===== config.mk =====
export PLATFORM = sky130hd
export DESIGN_NAME = multicycle_control
export DESIGN_NICKNAME = d
export VERILOG_FILES = /design/src/rtl/rv32i_ctrl_pkg.sv /design/src/rtl/alu_decoder.sv /design/src/rtl/multicycle_control.sv
export SDC_FILE = /design/constraint.sdc
export NUM_CORES = 1
export LEC_CHECK = 0
export ABC_AREA = 1
export BUFFER_PORTS_ARGS = -buffer_cell sky130_fd_sc_hd__buf_2
export CAP_MARGIN = 20
export CORE_UTILIZATION = 41
export CTS_BUF_LIST = sky130_fd_sc_hd__clkbuf_4 sky130_fd_sc_hd__clkbuf_8 sky130_fd_sc_hd__clkbuf_16
export DETAILED_ROUTE_END_ITERATION = 6
export HOLD_SLACK_MARGIN = 0.15
export PLACE_DENSITY = 0.86
export REMOVE_ABC_BUFFERS = 1
export SYNTH_ARGS = -nofsm -noshare
export SYNTH_HDL_FRONTEND = slang
export SYNTH_SLANG_ARGS = --single-unit

===== constraint.sdc =====
create_clock -name clk -period 2.2 [get_ports clk]
set_clock_uncertainty 0.05 [all_clocks]
set_input_delay 0.44 -clock clk [delete_from_list [all_inputs] [get_ports clk]]
set_output_delay 0.44 -clock clk [all_outputs]
set_load 0.01 [all_outputs]

===== src/rtl/rv32i_ctrl_pkg.sv =====
// Shared types and encodings for the RV32I multicycle controller.
// Holds the FSM state enum, opcode constants, ALU/immediate/select codes,
// the ALU operation class enum and an opcode-to-immediate-type helper.
package rv32i_ctrl_pkg;

    localparam bit RESET_TO_FETCH         = 1'b1;
    localparam bit ILLEGAL_STICKY_DEFAULT = 1'b1;

    localparam int unsigned OP_W   = 7;
    localparam int unsigned F3_W   = 3;
    localparam int unsigned F7_W   = 7;
    localparam int unsigned ALUC_W = 3;
    localparam int unsigned IMM_W  = 3;
    localparam int unsigned SEL_W  = 2;

    typedef enum logic [3:0] {
        S_FETCH,
        S_DECODE,
        S_MEM_ADR,
        S_MEM_READ,
        S_MEM_WB,
        S_MEM_WRITE,
        S_EXEC_R,
        S_EXEC_I,
        S_ALU_WB,
        S_JAL,
        S_BEQ,
        S_TRAP
    } state_t;

    typedef enum logic [1:0] {
        ALU_OP_ADD,
        ALU_OP_SUB,
        ALU_OP_FUNCT
    } alu_op_t;

    localparam logic [OP_W-1:0] OP_LW  = 7'b0000011;
    localparam logic [OP_W-1:0] OP_SW  = 7'b0100011;
    localparam logic [OP_W-1:0] OP_R   = 7'b0110011;
    localparam logic [OP_W-1:0] OP_I   = 7'b0010011;
    localparam logic [OP_W-1:0] OP_JAL = 7'b1101111;
    localparam logic [OP_W-1:0] OP_BEQ = 7'b1100011;

    localparam logic [ALUC_W-1:0] ALU_ADD = 3'b000;
    localparam logic [ALUC_W-1:0] ALU_SUB = 3'b001;
    localparam logic [ALUC_W-1:0] ALU_AND = 3'b010;
    localparam logic [ALUC_W-1:0] ALU_OR  = 3'b011;
    localparam logic [ALUC_W-1:0] ALU_SLT = 3'b101;
    localparam logic [ALUC_W-1:0] ALU_INV = 3'b111;

    localparam logic [IMM_W-1:0] IMM_I = 3'b000;
    localparam logic [IMM_W-1:0] IMM_S = 3'b001;
    localparam logic [IMM_W-1:0] IMM_B = 3'b010;
    localparam logic [IMM_W-1:0] IMM_J = 3'b011;

    localparam logic [SEL_W-1:0] SRCA_PC    = 2'b00;
    localparam logic [SEL_W-1:0] SRCA_OLDPC = 2'b01;
    localparam logic [SEL_W-1:0] SRCA_RS1   = 2'b10;

    localparam logic [SEL_W-1:0] SRCB_RS2  = 2'b00;
    localparam logic [SEL_W-1:0] SRCB_IMM  = 2'b01;
    localparam logic [SEL_W-1:0] SRCB_FOUR = 2'b10;

    localparam logic [SEL_W-1:0] RES_ALUOUT = 2'b00;
    localparam logic [SEL_W-1:0] RES_DATA   = 2'b01;
    localparam logic [SEL_W-1:0] RES_ALU    = 2'b10;

    // Immediate format implied by the opcode; unknown opcodes fall back to I.
    function automatic logic [IMM_W-1:0] imm_type_of(input logic [OP_W-1:0] op);
        logic [IMM_W-1:0] t;
        t = IMM_I;
        case (op)
            OP_SW:   t = IMM_S;
            OP_BEQ:  t = IMM_B;
            OP_JAL:  t = IMM_J;
            default: t = IMM_I;
        endcase
        return t;
    endfunction

endpackage


===== src/rtl/alu_decoder.sv =====
// Combinational ALU control decode.
// Ports: i alu_op (ADD/SUB/FUNCT class), func3, func7_5 (funct7 bit 5),
//        op_5 (opcode bit 5, set for R-type); o alu_control (ALU code).
module alu_decoder
    import rv32i_ctrl_pkg::*;
(
    input  alu_op_t           alu_op,
    input  logic [F3_W-1:0]   func3,
    input  logic              func7_5,
    input  logic              op_5,
    output logic [ALUC_W-1:0] alu_control
);

    always_comb begin
        alu_control = ALU_ADD;
        case (alu_op)
            ALU_OP_ADD: alu_control = ALU_ADD;
            ALU_OP_SUB: alu_control = ALU_SUB;
            ALU_OP_FUNCT: begin
                case (func3)
                    // funct7[5] only selects SUB for register-register ops
                    3'b000:  alu_control = (op_5 && func7_5) ? ALU_SUB : ALU_ADD;
                    3'b010:  alu_control = ALU_SLT;
                    3'b110:  alu_control = ALU_OR;
                    3'b111:  alu_control = ALU_AND;
                    default: alu_control = ALU_INV;
                endcase
            end
            default: alu_control = ALU_ADD;
        endcase
    end

endmodule


===== src/rtl/multicycle_control.sv =====
// Control FSM for the RV32I multicycle datapath (lw, sw, R/I ALU, beq, jal).
// Inputs: clk, rst (async, active high), op_code/func3/func7 from IR, zero
//         flag from ALU, mem_ready handshake from memory.
// Outputs: memory strobes (mem_req, mem_write, adr_src), register enables
//          (ir_write, pc_write, reg_write), datapath selects (alu_src_a,
//          alu_src_b, result_src, imm_type, alu_control) and illegal.
// Outputs are combinational: the fetch/branch enables depend on mem_ready
// and zero in the same cycle, and reset must drop strobes immediately.
module multicycle_control
    import rv32i_ctrl_pkg::*;
#(
    parameter bit ILLEGAL_STICKY = ILLEGAL_STICKY_DEFAULT
) (
    input  logic              clk,
    input  logic              rst,
    input  logic [OP_W-1:0]   op_code,
    input  logic [F3_W-1:0]   func3,
    input  logic [F7_W-1:0]   func7,
    input  logic              zero,
    input  logic              mem_ready,
    output logic              mem_req,
    output logic              mem_write,
    output logic              adr_src,
    output logic              ir_write,
    output logic              pc_write,
    output logic              reg_write,
    output logic [SEL_W-1:0]  alu_src_a,
    output logic [SEL_W-1:0]  alu_src_b,
    output logic [SEL_W-1:0]  result_src,
    output logic [IMM_W-1:0]  imm_type,
    output logic [ALUC_W-1:0] alu_control,
    output logic              illegal
);

    state_t  r_state;
    state_t  w_next_state;
    alu_op_t w_alu_op;
    logic    w_unused;

    // Only funct7[5] matters for the supported instruction set.
    assign w_unused = ^{func7[6], func7[4:0]};

    alu_decoder u_alu_decoder (
        .alu_op      (w_alu_op),
        .func3       (func3),
        .func7_5     (func7[5]),
        .op_5        (op_code[5]),
        .alu_control (alu_control)
    );

    // State register
    always_ff @(posedge clk or posedge rst) begin
        if (rst) begin
            r_state <= S_FETCH;
        end else begin
            r_state <= w_next_state;
        end
    end

    // Next-state logic
    always_comb begin
        w_next_state = r_state;
        case (r_state)
            S_FETCH:     if (mem_ready) w_next_state = S_DECODE;
            S_DECODE: begin
                case (op_code)
                    OP_LW, OP_SW: w_next_state = S_MEM_ADR;
                    OP_R:         w_next_state = S_EXEC_R;
                    OP_I:         w_next_state = S_EXEC_I;
                    OP_JAL:       w_next_state = S_JAL;
                    OP_BEQ:       w_next_state = S_BEQ;
                    default:      w_next_state = S_TRAP;
                endcase
            end
            S_MEM_ADR:   w_next_state = (op_code == OP_SW) ? S_MEM_WRITE : S_MEM_READ;
            S_MEM_READ:  if (mem_ready) w_next_state = S_MEM_WB;
            S_MEM_WB:    w_next_state = S_FETCH;
            S_MEM_WRITE: if (mem_ready) w_next_state = S_FETCH;
            S_EXEC_R:    w_next_state = S_ALU_WB;
            S_EXEC_I:    w_next_state = S_ALU_WB;
            S_ALU_WB:    w_next_state = S_FETCH;
            S_JAL:       w_next_state = S_ALU_WB;
            S_BEQ:       w_next_state = S_FETCH;
            S_TRAP:      w_next_state = ILLEGAL_STICKY ? S_TRAP : S_FETCH;
            default:     w_next_state = S_FETCH;
        endcase
    end

    // Output logic
    always_comb begin
        mem_req    = 1'b0;
        mem_write  = 1'b0;
        adr_src    = 1'b0;
        ir_write   = 1'b0;
        pc_write   = 1'b0;
        reg_write  = 1'b0;
        illegal    = 1'b0;
        alu_src_a  = SRCA_PC;
        alu_src_b  = SRCB_RS2;
        result_src = RES_ALUOUT;
        w_alu_op   = ALU_OP_ADD;
        imm_type   = imm_type_of(op_code);

        case (r_state)
            S_FETCH: begin
                mem_req    = 1'b1;
                alu_src_b  = SRCB_FOUR;
                result_src = RES_ALU;
                ir_write   = mem_ready;
                pc_write   = mem_ready;
            end
            S_DECODE: begin
                // PC-relative target lands in ALUOut for beq/jal
                alu_src_a = SRCA_OLDPC;
                alu_src_b = SRCB_IMM;
            end
            S_MEM_ADR: begin
                alu_src_a = SRCA_RS1;
                alu_src_b = SRCB_IMM;
            end
            S_MEM_READ: begin
                mem_req = 1'b1;
                adr_src = 1'b1;
            end
            S_MEM_WB: begin
                result_src = RES_DATA;
                reg_write  = 1'b1;
            end
            S_MEM_WRITE: begin
                mem_req   = 1'b1;
                mem_write = 1'b1;
                adr_src   = 1'b1;
            end
            S_EXEC_R: begin
                alu_src_a = SRCA_RS1;
                alu_src_b = SRCB_RS2;
                w_alu_op  = ALU_OP_FUNCT;
            end
            S_EXEC_I: begin
                alu_src_a = SRCA_RS1;
                alu_src_b = SRCB_IMM;
                w_alu_op  = ALU_OP_FUNCT;
            end
            S_ALU_WB: begin
                result_src = RES_ALUOUT;
                reg_write  = 1'b1;
            end
            S_JAL: begin
                // PC takes the target from ALUOut while the ALU forms OldPC+4
                alu_src_a  = SRCA_OLDPC;
                alu_src_b  = SRCB_FOUR;
                result_src = RES_ALUOUT;
                pc_write   = 1'b1;
            end
            S_BEQ: begin
                alu_src_a  = SRCA_RS1;
                alu_src_b  = SRCB_RS2;
                w_alu_op   = ALU_OP_SUB;
                result_src = RES_ALUOUT;
                pc_write   = zero;
            end
            S_TRAP: begin
                illegal = 1'b1;
            end
            default: ;
        endcase

        // Reset kills every strobe at once, even mid-access
        if (rst) begin
            mem_req   = 1'b0;
            mem_write = 1'b0;
            ir_write  = 1'b0;
            pc_write  = 1'b0;
            reg_write = 1'b0;
            illegal   = 1'b0;
        end
    end

endmodule

; After elaboration in Yosys (flattened, before gate mapping)
; Cells that the tools add are included.
[op_classes]
n_eq_ne = 25
reduce_logical = 14
muxes = 27
[ops]
columns = operator, n
row1 = case mux 4 bit (7 select lines), 1
row2 = case mux 4 bit (5 select lines), 1
row3 = equality test 4 x 3 -> 1 bit (second input constant), 4
row4 = equality test 4 bit (second input constant), 4
row5 = case mux 2 bit (2 select lines), 4
row6 = equality test 7 x 6 -> 1 bit (second input constant), 2
row7 = equality test 7 bit (second input constant), 2
row8 = two-way mux 1 bit, 13
row9 = two-way mux 4 bit, 3
row10 = case mux 3 bit (4 select lines), 1
row11 = OR reduction 2 bit, 6
row12 = OR reduction 3 bit, 3
row13 = equality test 4 x 2 -> 1 bit (second input constant), 2
row14 = equality test 7 x 2 -> 1 bit (second input constant), 1
row15 = equality test 7 x 5 -> 1 bit (second input constant), 1
row16 = equality test 3 bit (second input constant), 2
row17 = inequality test 2 bit (second input constant), 3
row18 = case mux 2 bit (3 select lines), 1
row19 = case mux 3 bit (2 select lines), 1
row20 = equality test 4 x 1 -> 1 bit (second input constant), 1
row21 = zero test 4 bit, 1
row22 = OR reduction 4 bit, 1
row23 = equality test 3 x 2 -> 1 bit (second input constant), 1
row24 = zero test 3 bit, 1
row25 = other kinds (6), 6
[totals]
word_cells = 67
output_inout_bits = 19
reg_bits = 4
input_bits = 21

; Depth between registers and ports, before layout
; Gate-level depths: netlist of the first run.
[logic_depth]
depth_word = 5
depth_mapped = 9

; Modules after synthesis
; A second synthesis of the first run with hierarchy kept.
[unflattened]
cells_unflattened = 116
area_unflattened_um2 = 609.3
[by_module_without_submodules]
columns = mod, instances, cells_each, area_per_inst_um2
row1 = multicycle_control, 1, 94, 505.5
row2 = alu_decoder, 1, 22, 103.8

; Worst setup path before layout of the first run
; OpenSTA, ideal clock, no wires.
[synth_path]
kind = flip-flop to output port
from = register r_state[2]
to = output alu_control[2]
t_arrival_ns = 1.407
path_slack_ns = 0.303
required_ns = 1.710
path_stages_with_launch = 9
cell_sequence = dfrtp_1 > inv_1 > nor2_2 > inv_1 > nor2_2 > inv_2 > ha_1 > nor2_1 > and3_1
[synth_between]
elab_chain_len = 5
word_cells_on_any_way = 8
classes_between = eq/ne (5) / mux (2) / reduce/logical (1)
[synth_lines]
columns = item, line_no
row1 = from (decl), multicycle_control.sv:35  ; state_t r_state;
row2 = from (signal assigned), multicycle_control.sv:56  ; r_state <= w_next_state;
row3 = equality test 4 x 3 -> 1 bit, multicycle_control.sv:104  ; case (r_state)
row4 = OR reduction 2 bit (no line), --
row5 = case mux 2 bit (2 select lines) *, multicycle_control.sv:104
row6 = equality test 2 bit or equality test 2 x 1 -> 1 bit (tied branches), alu_decoder.sv:16  ; case (alu_op)
row7 = case mux 3 bit (2 select lines) *, alu_decoder.sv:16
row8 = to (decl), multicycle_control.sv:31  ; output logic [ALUC_W-1:0] alu_control,
; Every way passes the cells marked *; elsewhere a longest branch is shown, timed or not.

; Worst setup path in the final report of the first run
[layout_path]
from = register r_state[3]
to = output alu_control[2]
; Same word-level chain as after synthesis.

==> flow_summary.json, run 1 <==
{
  "synth-seq-area-share_pct": 16.1,
  "r2r_start": "r_state[3]$_DFFE_PP0P_",
  "min_period_ns": 2.14,
  "synth_ff_type": "dfrtp_1",
  "ys_top_cells_by_area": "nand2_1 19%, dfrtp_1 16%, inv_1 14%, nor2_1 10%, nand3_1 6.4%",
  "place_congestion": 0.830,
  "worstHoldStart": "mem_ready",
  "die-area_um2": 1680,
  "clk_path_buf_depth": 2,
  "grt_pass1_wl_um": 2650,
  "via_count": 859,
  "drive_gt1_share_pct": 42.8,
  "whs_path_depth": 2,
  "ant_nets": 0,
  "r2r-end": "r_state[2]$_DFFE_PP0P_",
  "start_util_pct": 46.1,
  "cpPeakStageDelay_ns": 0.39,
  "antennaDiodeCount": 0,
  "detail_route.wl_per_cell_um": 11.1,
  "finalNetCount": 184,
  "finish.utilization_pct": 69.9,
  "root_buffer": "clkbuf_4",
  "syn_to_final_growth_pct": 51.7,
  "fin_cells": 174,
  "critPathCaptureType": "output pin",
  "yosysMostFrequentCell": "nand2_1",
  "worstSetupPathType": "reg -> out",
  "startpoint_type": "flip-flop",
  "cts_buffers": 3,
  "insertion_delay_ns": 0.24,
  "fin_ws_ns": 0.0603,
  "io_buffers": 32,
  "power.density_nw_per_um2": 1190,
  "ys_ff_latch": 4,
  "synth_common_cells": "32 x nand2_1, 24 x inv_1, 17 x nor2_1",
  "dpl.hpwl_um": 1360,
  "antenna_found_initial": 0,
  "ys.warnings.count": 0,
  "required_ns": 1.71,
  "cts.sink_count": 4,
  "fmaxAchievable_mhz": 467,
  "top_regs": "r_state (4)",
  "coreArea_um2": 1350,
  "overflow": 0,
  "hold_viol_final": 0,
  "min_path_type": "in -> reg",
  "crit_buf_inv": 4,
  "cp_slowest_cell": "dfrtp_2",
  "ff2ff_setup_slack_ns": 0.64,
  "max_cap_violations": 0,
  "synth_edf_count": 0,
  "regMostFlops": "r_state",
  "power_mw": 1.12,
  "syn_area_per_cell_um2": 5.36,
  "ir_drop_v": 0.000558,
  "async_reset_ff_share_pct": 100,
  "ios": 40,
  "syn_area_um2": 622,
  "h-tree-depth": 1,
  "yosys.area.top_type_share_pct": 19.3,
  "yosysTopAreaCell": "nand2_1",
  "rr_worst_depth": 8,
  "die_x_um": 40.9,
  "power_leakage_nw": 0.605,
  "grt_pass1_vias": 693,
  "cts_tree": "done",
  "vias_per_cell": 4.94,
  "clk_pin_slew_ns": 0.04,
  "wl_um": 1930,
  "dieHeight_um": 40.9,
  "timing.hold.ws_ns": 0.453,
  "post-place-cells": 164,
  "critPathTopFamily": "simple AND/OR/NAND/NOR gates",
  "place_ws_ns": 0.173,
  "path_max_fanout": 5,
  "first_pass_iters": 4,
  "slew_viol_final": 0,
  "drt_iter0_drc": 23,
  "setup_viol": 0,
  "synth_cell_types": 22,
  "cp_cell_sequence": "buf_4 > nand2_2 > nor2_4 > inv_2 > ha_4 > inv_1 > nor2_1 > and3_1 > buf_2",
  "rsz0062_at_grt": "yes",
  "critical_path_arrival_ns": 1.65,
  "syn_inst": 116,
  "min_to": "r_state[1]$_DFFE_PP0P_",
  "grt_start_max_net_pins": 7,
  "run_status": "finished clean",
  "fin_crit_sh_pct": 97.3,
  "largest_reg_flops": 4,
  "rows": 13,
  "grt.total_usage_pct": 23.2,
  "drc_errors": 0
}
==> stage by stage <==
stage | cell area, um2 | TNS [ns]
2_1_floorplan | 614 | 0
3_3_place_gp | 808 | 0
3_5_place_dp | 808 | 0
4_1_cts | 882 | 0
5_1_grt | 943 | -0.0553
6_report | 943 | 0
==> layout by cell type, fill, tap and decap left out, types with 3 or more instances in the layout <==
cell type / count
buf_2: 32
buf_4: 7
clkbuf_4: 3
dfrtp_1: 3
inv_1: 20
inv_2: 8
nand2_1: 29
nand2_2: 6
nand3_1: 8
nor2_1: 15
nor2_4: 5
o21ai_0: 4
==> metal layers <==
metal  vias to the layer above  global-route usage (%)  share of wire [%]
met4                         0                    6.67                2.2
met1                       373                    22.8                 41
li1                        438                       -                  -
met2                        43                    48.4                 51
met3                         5                    2.72                5.7
met5                         -                       0                  0
==> worst max path at each step <==
stage	start	end	slack [ns]	depth (start not counted)
2_1_floorplan	r_state[2]$_DFFE_PP0P_	alu_control[2]	0.30	8
3_3_place_gp	r_state[3]$_DFFE_PP0P_	alu_control[2]	0.22	8
3_5_place_dp	r_state[3]$_DFFE_PP0P_	alu_control[2]	0.17	8
4_1_cts	r_state[3]$_DFFE_PP0P_	alu_control[2]	0.004	8
5_1_grt	r_state[3]$_DFFE_PP0P_	alu_control[2]	-0.03	9
6_report	r_state[3]$_DFFE_PP0P_	alu_control[2]	0.06	9
==> timing repair <==
item,CTS,global route
hold buffers,1,0
buffers inserted,4,2
resized for setup,6,11
pin swaps,2,6
endpoints found under the setup margin,1,4
hold endpoints to repair,4,0
==> cells by family (layout without fill, tap and decap cells) <==
logic type	after synthesis	in the layout	synth area share, %
AO/OA/AOI/OAI	11	11	11.1
adder cells (fa/ha/maj)	2	2	4.02
buffers and inverters	29	72	18.1
flip-flops	4	4	16.1
other	1	1	0.603
AND/OR/NAND/NOR	69	69	50.1
==> area by class of cell <==
| class | count | area, um2 |
|---|---|---|
| Sequential cell | 4 | 101 |
| Timing Repair Buffer | 41 | 234 |
| Fill cell | 116 | 407 |
| Inverter | 28 | 105 |
| Multi-Input combinational cell | 83 | 462 |
| Clock buffer | 3 | 22.5 |
| Tap cell | 15 | 18.8 |
==> power by group <==
part / internal [mW] / total, mW / switching [mW]
Sequential: 0.113 / 0.147 / 0.0338
Clock: 0.0614 / 0.0965 / 0.0351
Combinational: 0.344 / 0.876 / 0.532
Total: 0.519 / 1.12 / 0.601
Note: power is estimated with default switching activity, not from simulation.
==> run 2, diff against run 1 <==
Settings changed: MAX_ROUTING_LAYER from default to met4.
==> run 2 against run 1 <==
Sequential share of layout area stayed put. First-iteration DRC count is the same. Maximum frequency barely moved. Utilization unchanged. Global-route usage rose by 0.64 points. Setup slack better by 0.00059 ns. Wire length fell by 0.21%. Register-to-register slack about the same. Final cell count is the same. Die area is the same. Power down 0.31%. Critical path type unchanged. Largest cell class unchanged.
==> flow_summary.json, run 2 (synthesized netlist as in run 1, its figures left out) <==
{
  "grt.total_usage_pct": 23.9,
  "ff2ff_setup_slack_ns": 0.64,
  "cts_buffers": 3,
  "rsz0062_at_grt": "yes",
  "max_cap_violations": 0,
  "via_count": 861,
  "fin_cells": 174,
  "wl_um": 1920,
  "first_pass_iters": 6,
  "final_common_cell": "buf_2",
  "h-tree-depth": 1,
  "coreArea_um2": 1350,
  "dieHeight_um": 40.9,
  "placed_cell_area_um2": 808,
  "path_max_fanout": 5,
  "drt_iter0_drc": 23,
  "dpl.hpwl_um": 1360,
  "insertion_delay_ns": 0.24,
  "ir_drop_v": 0.000556,
  "timing.hold.ws_ns": 0.450,
  "place_ws_ns": 0.173,
  "power_leakage_nw": 0.605,
  "fin_ws_ns": 0.0609,
  "worstSetupPathType": "reg -> out",
  "drive_gt1_share_pct": 42.8,
  "start_util_pct": 46.1,
  "finalNetCount": 184,
  "min_path_type": "in -> reg",
  "antennaDiodeCount": 0,
  "root_buffer": "clkbuf_4",
  "fin_crit_sh_pct": 97.2,
  "required_ns": 1.71,
  "run_status": "finished clean",
  "slew_viol_final": 0,
  "antenna_found_initial": 0,
  "die-area_um2": 1680,
  "place_congestion": 0.843,
  "grt_pass1_vias": 693,
  "setup_tns_ns": 0,
  "overflow": 0,
  "top_regs": "r_state (4)",
  "hold_viol_final": 0,
  "drc_errors": 0,
  "io_buffers": 32,
  "clk_path_buf_depth": 2,
  "regMostFlops": "r_state",
  "setup_viol": 0,
  "cts_tree": "done",
  "die_x_um": 40.9,
  "design_area_um2": 943,
  "grt_start_max_net_pins": 7,
  "vias_per_cell": 4.95,
  "power.density_nw_per_um2": 1180,
  "detail_route.wl_per_cell_um": 11.1,
  "fmaxAchievable_mhz": 467,
  "grt_pass1_wl_um": 2650,
  "rows": 13,
  "critPathCaptureType": "output pin",
  "final_cell_mix": "32 x buf_2, 29 x nand2_1, 20 x inv_1",
  "ios": 40,
  "min_period_ns": 2.14,
  "startpoint_type": "flip-flop",
  "clk_pin_slew_ns": 0.04,
  "syn_to_final_growth_pct": 51.7,
  "ant_nets": 0,
  "critical_path_arrival_ns": 1.65,
  "cts.sink_count": 4,
  "post-place-cells": 164,
  "largest_reg_flops": 4
}
==> run 2: cell counts in the layout (fill, tap and decap cells not counted) <==
No cell type changed its count.
==> run 2: power breakdown <==
group | internal, mW | total, mW | switching (mW)
clock | 0.0613 | 0.0958 | 0.0345
combinational | 0.344 | 0.874 | 0.529
sequential | 0.113 | 0.147 | 0.0339
==> run 2: what timing repair did <==
action / 4_1_cts / 5_1_grt
setup endpoints to repair: 1 / 4
gates resized for setup: 6 / 11
hold buffers: 1 / 0
setup buffers: 4 / 2
pin swaps: 2 / 6
hold endpoints to repair: 4 / 0
==> run 2: cell type report <==
type,instances,area [um2]
flip-flops and latches,4,101
well taps,15,18.8
multi-input cells,83,462
inverters,28,105
clock buffers,3,22.5
fillers,116,407
repair buffers,41,234
==> run 2: per-layer routing <==
metal / track usage [%] / vias to the layer above / routed length [um]
met5: - / - / 0
met4: 6.67 / 0 / 43
met3: 2.72 / 5 / 100
met2: 48.4 / 43 / 990
met1: 22.8 / 374 / 789
li1: - / 439 / -
==> run 2: through the flow <==
stage | util, % | total power, mW
6_report | 69.9 | 1.12
5_1_grt | 69.9 | 1.24
4_1_cts | 65.3 | 1.02
3_5_place_dp | 59.9 | 0.855
3_3_place_gp | 59.9 | 0.832
2_1_floorplan | - | 0.627
==> run 2: final timing paths <==
| path | start | depth (start not counted) | endpoint |
|---|---|---|---|
| worst max register to register | r_state[3]$_DFFE_PP0P_ | 8 | r_state[2]$_DFFE_PP0P_ |
| max in group asynchronous | rst | 3 | r_state[3]$_DFFE_PP0P_ |
| min in group asynchronous | rst | 3 | r_state[0]$_DFFE_PP0P_ |
| worst min-delay path | mem_ready | 2 | r_state[1]$_DFFE_PP0P_ |
| worst min register to register | r_state[0]$_DFFE_PP0P_ | 3 | r_state[0]$_DFFE_PP0P_ |
| worst max-delay path | r_state[3]$_DFFE_PP0P_ | 9 | alu_control[2] |
==> run 2: worst max-delay path, cell delays in order (launching register included) <==
cell,delay (ns)
dfrtp_2,0.39
buf_4,0.13
nand2_2,0.10
nor2_4,0.17
inv_2,0.07
ha_4,0.16
inv_1,0.07
nor2_1,0.05
and3_1,0.15
buf_2,0.13
